[src/rtl/interrupt_priority_encoder_pkg.sv]
// Shared constants and FSM state codes for the interrupt map
// (used by the encoder, the memory-map decoder and the control FSM).
package interrupt_priority_encoder_pkg;
    localparam int NUM_IRQ = 16;
    localparam int ID_W    = 4;

    typedef enum logic {
        ST_IDLE    = 1'b0,
        ST_PRESENT = 1'b1
    } state_t;
endpackage

[src/rtl/interrupt_priority_encoder_penc.sv]
// Combinational 16-line priority encoder: reports whether any bit is set and
// the index of the lowest set bit (bit 0 has the highest priority).
module priority_encoder_16
    import interrupt_priority_encoder_pkg::*;
(
    input  logic [NUM_IRQ-1:0] i_vec,
    output logic               o_valid,
    output logic [ID_W-1:0]    o_idx
);

    always_comb begin
        o_valid = |i_vec;
        o_idx   = '0;
        // Walk from the top so the lowest set index is the last one written.
        for (int i = NUM_IRQ - 1; i >= 0; i--) begin
            if (i_vec[i]) o_idx = ID_W'(i);
        end
    end

endmodule

[src/rtl/interrupt_priority_encoder.sv]
// Captures IRQ rising edges into a pending register, gates them with a mask and
// presents the lowest-numbered enabled pending line to the CPU until acknowledged.
module interrupt_priority_encoder
    import interrupt_priority_encoder_pkg::*;
(
    input  logic               CLK,
    input  logic               RST,
    input  logic [NUM_IRQ-1:0] irq_in,
    input  logic               mask_we,
    input  logic [NUM_IRQ-1:0] mask_in,
    output logic [NUM_IRQ-1:0] mask_out,
    output logic [NUM_IRQ-1:0] pending_out,
    output logic               irq_req,
    output logic [ID_W-1:0]    irq_id,
    input  logic               irq_ack
);

    state_t               r_state;
    logic [NUM_IRQ-1:0]   r_irq_q;
    logic [NUM_IRQ-1:0]   r_pending;
    logic [NUM_IRQ-1:0]   r_mask;
    logic [ID_W-1:0]      r_id;

    state_t               w_state_nxt;
    logic [ID_W-1:0]      w_id_nxt;
    logic [NUM_IRQ-1:0]   w_edge;
    logic [NUM_IRQ-1:0]   w_clr;
    logic                 w_sel_valid;
    logic [ID_W-1:0]      w_sel_idx;

    assign w_edge = irq_in & ~r_irq_q;

    priority_encoder_16 u_penc (
        .i_vec   (r_pending & r_mask),
        .o_valid (w_sel_valid),
        .o_idx   (w_sel_idx)
    );

    always_comb begin
        w_state_nxt = r_state;
        w_id_nxt    = r_id;
        w_clr       = '0;
        case (r_state)
            ST_IDLE: begin
                if (w_sel_valid) begin
                    w_state_nxt = ST_PRESENT;
                    w_id_nxt    = w_sel_idx;
                end
            end
            ST_PRESENT: begin
                if (irq_ack) begin
                    w_state_nxt  = ST_IDLE;
                    w_clr[r_id]  = 1'b1;
                end
            end
            default: w_state_nxt = ST_IDLE;
        endcase
    end

    always_ff @(posedge CLK) begin
        // irq_q follows irq_in even in reset so held-high lines raise no edge later.
        r_irq_q <= irq_in;
        if (RST) begin
            r_state   <= ST_IDLE;
            r_pending <= '0;
            r_mask    <= '0;
            r_id      <= '0;
        end else begin
            r_state   <= w_state_nxt;
            r_id      <= w_id_nxt;
            // Set wins over clear on the same bit.
            r_pending <= (r_pending & ~w_clr) | w_edge;
            if (mask_we) r_mask <= mask_in;
        end
    end

    assign irq_req     = (r_state == ST_PRESENT);
    assign irq_id      = r_id;
    assign mask_out    = r_mask;
    assign pending_out = r_pending;

endmodule

[config.mk]
export PLATFORM = sky130hd
export DESIGN_NAME = interrupt_priority_encoder
export DESIGN_NICKNAME = d
export VERILOG_FILES = /design/src/rtl/interrupt_priority_encoder_pkg.sv /design/src/rtl/interrupt_priority_encoder_penc.sv /design/src/rtl/interrupt_priority_encoder.sv
export SDC_FILE = /design/constraint.sdc
export NUM_CORES = 1
export LEC_CHECK = 0
export ABC_AREA = 1
export BUFFER_PORTS_ARGS = -buffer_cell sky130_fd_sc_hd__buf_2
export CAP_MARGIN = 10
export CELL_PAD_IN_SITES_DETAIL_PLACEMENT = 1
export CELL_PAD_IN_SITES_GLOBAL_PLACEMENT = 2
export CORE_MARGIN = 2
export CORE_UTILIZATION = 26
export DETAILED_ROUTE_END_ITERATION = 10
export GPL_TIMING_DRIVEN = 0
export HOLD_SLACK_MARGIN = 0.02
export PLACE_DENSITY_LB_ADDON = 0.1
export SKIP_LAST_GASP = 1
export SLEW_MARGIN = 0
export SYNTH_ARGS = -nofsm -noshare
export SYNTH_HDL_FRONTEND = slang
export SYNTH_HIERARCHICAL = 1
export SYNTH_SLANG_ARGS = --single-unit
[constraint.sdc]
create_clock -name CLK -period 2 [get_ports CLK]
set_input_delay 0 -clock CLK [delete_from_list [all_inputs] [get_ports CLK]]
set_output_delay 0 -clock CLK [all_outputs]
set_load 0.005 [all_outputs]
Word-level counts from Yosys, hierarchy flattened --
Index checks and enable logic that the tools add are counted.
Operators by class: magnitude comparators 2, multipliers 0, reduce and logical (&&, ||, !) cells 3, div/mod/pow operators 0, bitwise logic cells 7, multiplexer cells 23, add/sub/neg operators 0, shift-type cells 0, equality and inequality tests 0
Operators with widths (count):
- $mux W4 | 16
- $and A16 B16 Y16 | 3
- $mux W16 | 2
- $not A16 Y16 | 2
- $or A16 B16 Y16 | 1
- $reduce_or A16 Y1 | 1
- $lt A4 B5 Y1 const B | 1
- $demux W1 S4 | 1
- $ge A4 B1 Y1 const B | 1
- $mux W1 | 3
- $pmux W1 S2 | 1
- $reduce_and A2 Y1 | 1
- $logic_and A1 B1 Y1 | 1
- $not A1 Y1 | 1
Word-level totals: logic and storage cells 40, output and inout port bits 37, latch bits 0, memories kept 0, memory bits (writable) 0, input port bits 36, bits in read-only memories 0, bits in registers 53

Longest topological paths before layout --
depth after elaboration 17, gate-level depth with buffers 19, gate-level depth less buffers 19

Cells and area by module --
The synthesis kept the hierarchy.
Modules (own cells, without submodules):
- interrupt_priority_encoder | area an instance 1914.3 µm², instances 1, cells an instance 255, sequential area each 1061.0 µm²
- priority_encoder_16 | area an instance 209.0 µm², instances 1, cells an instance 49, sequential area each 0.0 µm²

Worst setup path after synthesis --
OpenSTA, ideal clock, no wires.
path type register -> register, start point reg r_pending[14] (netlist: pending_out[14]), end point reg r_id[1] (netlist: irq_id[1]), stages on the path, launching flop included 11, arrival time 1.398 ns, setup time 0.070 ns, path buffers 0, setup slack 0.532 ns, period minus slack after synthesis 1.468 ns, data required time 1.930 ns, cell sequence dfxtp_1 > nand2_1 > inv_1 > or2_1 > nor4_1 > nand2_1 > inv_1 > nor2_1 > inv_1 > nand2_1 > a21oi_1
Between the ends: elaborated cells between the ends (all ways) 18, those cells by class mux: 15; bitwise: 1; reduce/logical: 2
RTL lines:
- start: declaration | line interrupt_priority_encoder.sv:20 | logic [NUM_IRQ-1:0] r_pending;
- start signal: assignment | line interrupt_priority_encoder.sv:72 | r_pending <= (r_pending & ~w_clr) | w_edge;
- $and A16 B16 Y16 | line interrupt_priority_encoder.sv:34 | .i_vec (r_pending & r_mask),
- $reduce_or A16 Y1 | line interrupt_priority_encoder_penc.sv:12 | o_valid = |i_vec;
- named net w_sel_valid | line interrupt_priority_encoder.sv:28 | logic w_sel_valid;
- $reduce_and A2 Y1 (no source line)
- end signal: assignment | line interrupt_priority_encoder.sv:70 | r_id <= w_id_nxt;
- end: declaration | line interrupt_priority_encoder.sv:22 | logic [ID_W-1:0] r_id;
The timed path passes the listed nets, and every way through them passes these cells. A chain may end at the register's enable or synchronous reset.

==> results.sh <==
export IMPL_status="complete, no violations"
export IMPL_netlist_area_um2=2120
export IMPL_crit_type="in2reg"
export IMPL_place_hpwl_um=4880
export IMPL_dieArea_um2=8910
export IMPL_netlist_instances=304
export IMPL_power_density_nw_per_um2=729
export IMPL_ys_types=14
export IMPL_ant_nets=0
export IMPL_final_cells=524
export IMPL_rsz0062_at_grt="no"
export IMPL_min_period_ns=1.68
export IMPL_nets=457
export IMPL_wirelength_um=6570
export IMPL_overflow=0
export IMPL_peakVddDrop_uv=317
export IMPL_tns_ns=0
export IMPL_finalSetupViolCount=0
export IMPL_cap_violations=0
export IMPL_fin_util=0.400
export IMPL_max_clock_freq_mhz=597
export IMPL_synth_edf_count=0
export IMPL_synth_seq_cells=53
export IMPL_ys_seq_area_frac=0.500
export IMPL_io_buffers=70
export IMPL_path_cells="dlygate4sd3_1 -> buf_2 -> nand2_1 -> dlygate4sd3_1 -> a21oi_1 -> dlygate4sd3_1"
export IMPL_grt_max_degree=18
export IMPL_fin_area_um2=3120
export IMPL_cts_sinks=53
export IMPL_post_drt_wl_per_cell_um=12.5
export IMPL_slowest_stage="dlygate4sd3_1"
export IMPL_drive_gt1_frac=0.227
export IMPL_syn_avg_cell_area_um2=6.98
export IMPL_relSlewSlack=0.786
export IMPL_grt_pass1_wl_um=10900
export IMPL_total_power_uw=2280
export IMPL_synthTopCellsByArea="dfxtp_1 (50%), nand2_1 (19%), a21oi_1 (9.0%)"
export IMPL_leakage_uw=0.00163
export IMPL_cp_top_family="buffers and inverters"
export IMPL_yosysMostFrequentCell="nand2_1"
export IMPL_cpPeakStageDelay_ns=0.55
export IMPL_skew_ns=0.00638
export IMPL_ys_warn_count=6
export IMPL_max_slew_worst_pin_slew_ns=0.320
export IMPL_hold_viol=0
export IMPL_clock_latency_ns=0.31
export IMPL_placed_cell_area_um2=2600
export IMPL_grt_usage=0.159
export IMPL_diodes=0
export IMPL_hold_depth=4
export IMPL_min_path_type="in2reg"
export IMPL_die_h_um=94.4
export IMPL_path_depth=6
export IMPL_cts_tree="done"
export IMPL_antenna_found_initial=0
export IMPL_fp_dieW_um=94.4
export IMPL_grt_pass1_vias=2293
export IMPL_worst_path_most_repeated_cell="dlygate4sd3_1"
export IMPL_cp_end_kind="flop"
export IMPL_vias=2251
export IMPL_synthFlopType="dfxtp_1"
export IMPL_h_tree_depth=2
export IMPL_clkTransAtPathRegs_ns=0.10
export IMPL_r2r_cells=10
export IMPL_drt_iter0_drc=66
export IMPL_cp_data_required_time_ns=2.20
export IMPL_clk_path_buf_depth=2
export IMPL_drc=0
export IMPL_crit_path_start_kind="input port"
export IMPL_num_rows=32
export IMPL_mappedNetlistNets=340
export IMPL_synth_common_cells="nand2_1 (106), dfxtp_1 (53), inv_1 (49)"
export IMPL_finalCritPeriodShare=0.838
export IMPL_arrival_ns=1.88
export IMPL_cts_root_buf="clkbuf_8"
export IMPL_synth_top_cell_by_area="dfxtp_1"
export IMPL_io_pins=73
export IMPL_firstDrtPassIters=4
export IMPL_drt_vias_per_instance=4.30
export IMPL_async_flop_share=0
export IMPL_core_area_um2=7810
export IMPL_worst_path_max_fanout=1
export IMPL_dpl_cell_count=476
export IMPL_synth_top_area_share=0.500
export IMPL_cts_buffers=5
export IMPL_maxSlewViolCount=0
export IMPL_start_util=0.272
export IMPL_cp_buffers_inverters=4
export IMPL_syn_to_final_growth_pct=47.1
export IMPL_gp_congestion=0.739
-- flip-flops by register name (all words and copies together) (netlist names) --
name and count:
mask_out 16, pending_out 16, r_irq_q 16, irq_id 4, irq_req 1
-- layer usage --
layer / up-vias / GRT usage / routed length (um)
li1: 1155 / - / -
met4: 0 / 0.0362 / 66
met1: 1052 / 0.200 / 3010
met3: 5 / 0.0319 / 253
met5: - / 0 / 0
met2: 39 / 0.279 / 3240
-- cells in the final DEF (no fill, tap or decap) --
cell type,synthesis,layout
a21oi_1,38,38
nor2_1,13,13
nand2_1,106,106
clkbuf_8,0,5
a21oi_2,1,1
clkinv_4,0,1
dlygate4sd3_1,0,40
buf_6,3,3
nand4_1,1,1
clkinvlp_4,0,1
inv_1,49,49
bufinv_16,0,1
or2_1,1,1
inv_2,8,8
dfxtp_1,53,53
buf_2,5,75
nand3_1,21,21
nor3_1,4,4
nor4_2,0,1
-- per-stage QoR --
step                      hold slack (ns)  worst slack, ns
final                              0.0256            0.325
after global routing               0.0344           0.0402
after CTS                          0.0216            0.230
after detailed placement            0.118            0.276
after global placement              0.116            0.258
after floorplan                    0.0277            0.532
-- report_power, final --
part | internal (uW) | total [uW] | leakage, uW | switching, uW
registers | 1120 | 1180 | 0.000440 | 55.9
logic | 175 | 346 | 0.00114 | 171
clock network | 375 | 752 | 0.0000543 | 377
-- area by class of cell --
class | instances | area [um2]
multi-input cells | 186 | 796
fillers | 1059 | 4680
clock buffers | 5 | 68.8
clock inverters | 3 | 46.3
repair buffers | 110 | 751
well taps | 102 | 128
inverters | 57 | 214
flip-flops and latches | 53 | 1060
plain buffers | 8 | 58.8
-- path summary, 6_finish.rpt --
check             startpoint             end  slack, ns
max               mask_in[1]     mask_out[1]       0.32
min                  mask_we     mask_out[2]       0.03
max reg2reg  pending_out[14]       irq_id[2]       0.34
min reg2reg       r_irq_q[9]  pending_out[9]       0.49
-- what timing repair did --
action | CTS | global route
setup endpoints to repair | 0 | 1
hold buffers | 40 | 0
hold endpoints to repair | 49 | 0
buffers inserted | 0 | 0
gates resized for setup | 0 | 1
-- worst reg2reg max path: stages (launching register included) --
cell	delay, ns
dfxtp_1	0.35
nand2_1	0.07
inv_1	0.05
or2_1	0.26
nor4_2	0.30
nand2_1	0.12
inv_1	0.07
nor2_1	0.08
inv_1	0.13
nand2_1	0.06
a21oi_1	0.13
-- logic make-up after synthesis --
family,Yosys count,synth area share
AO/OA/AOI/OAI,39,0.0937
buffers and inverters,65,0.128
flip-flops,53,0.500
AND/OR/NAND/NOR,147,0.278
(Power assumes the default switching activity.)
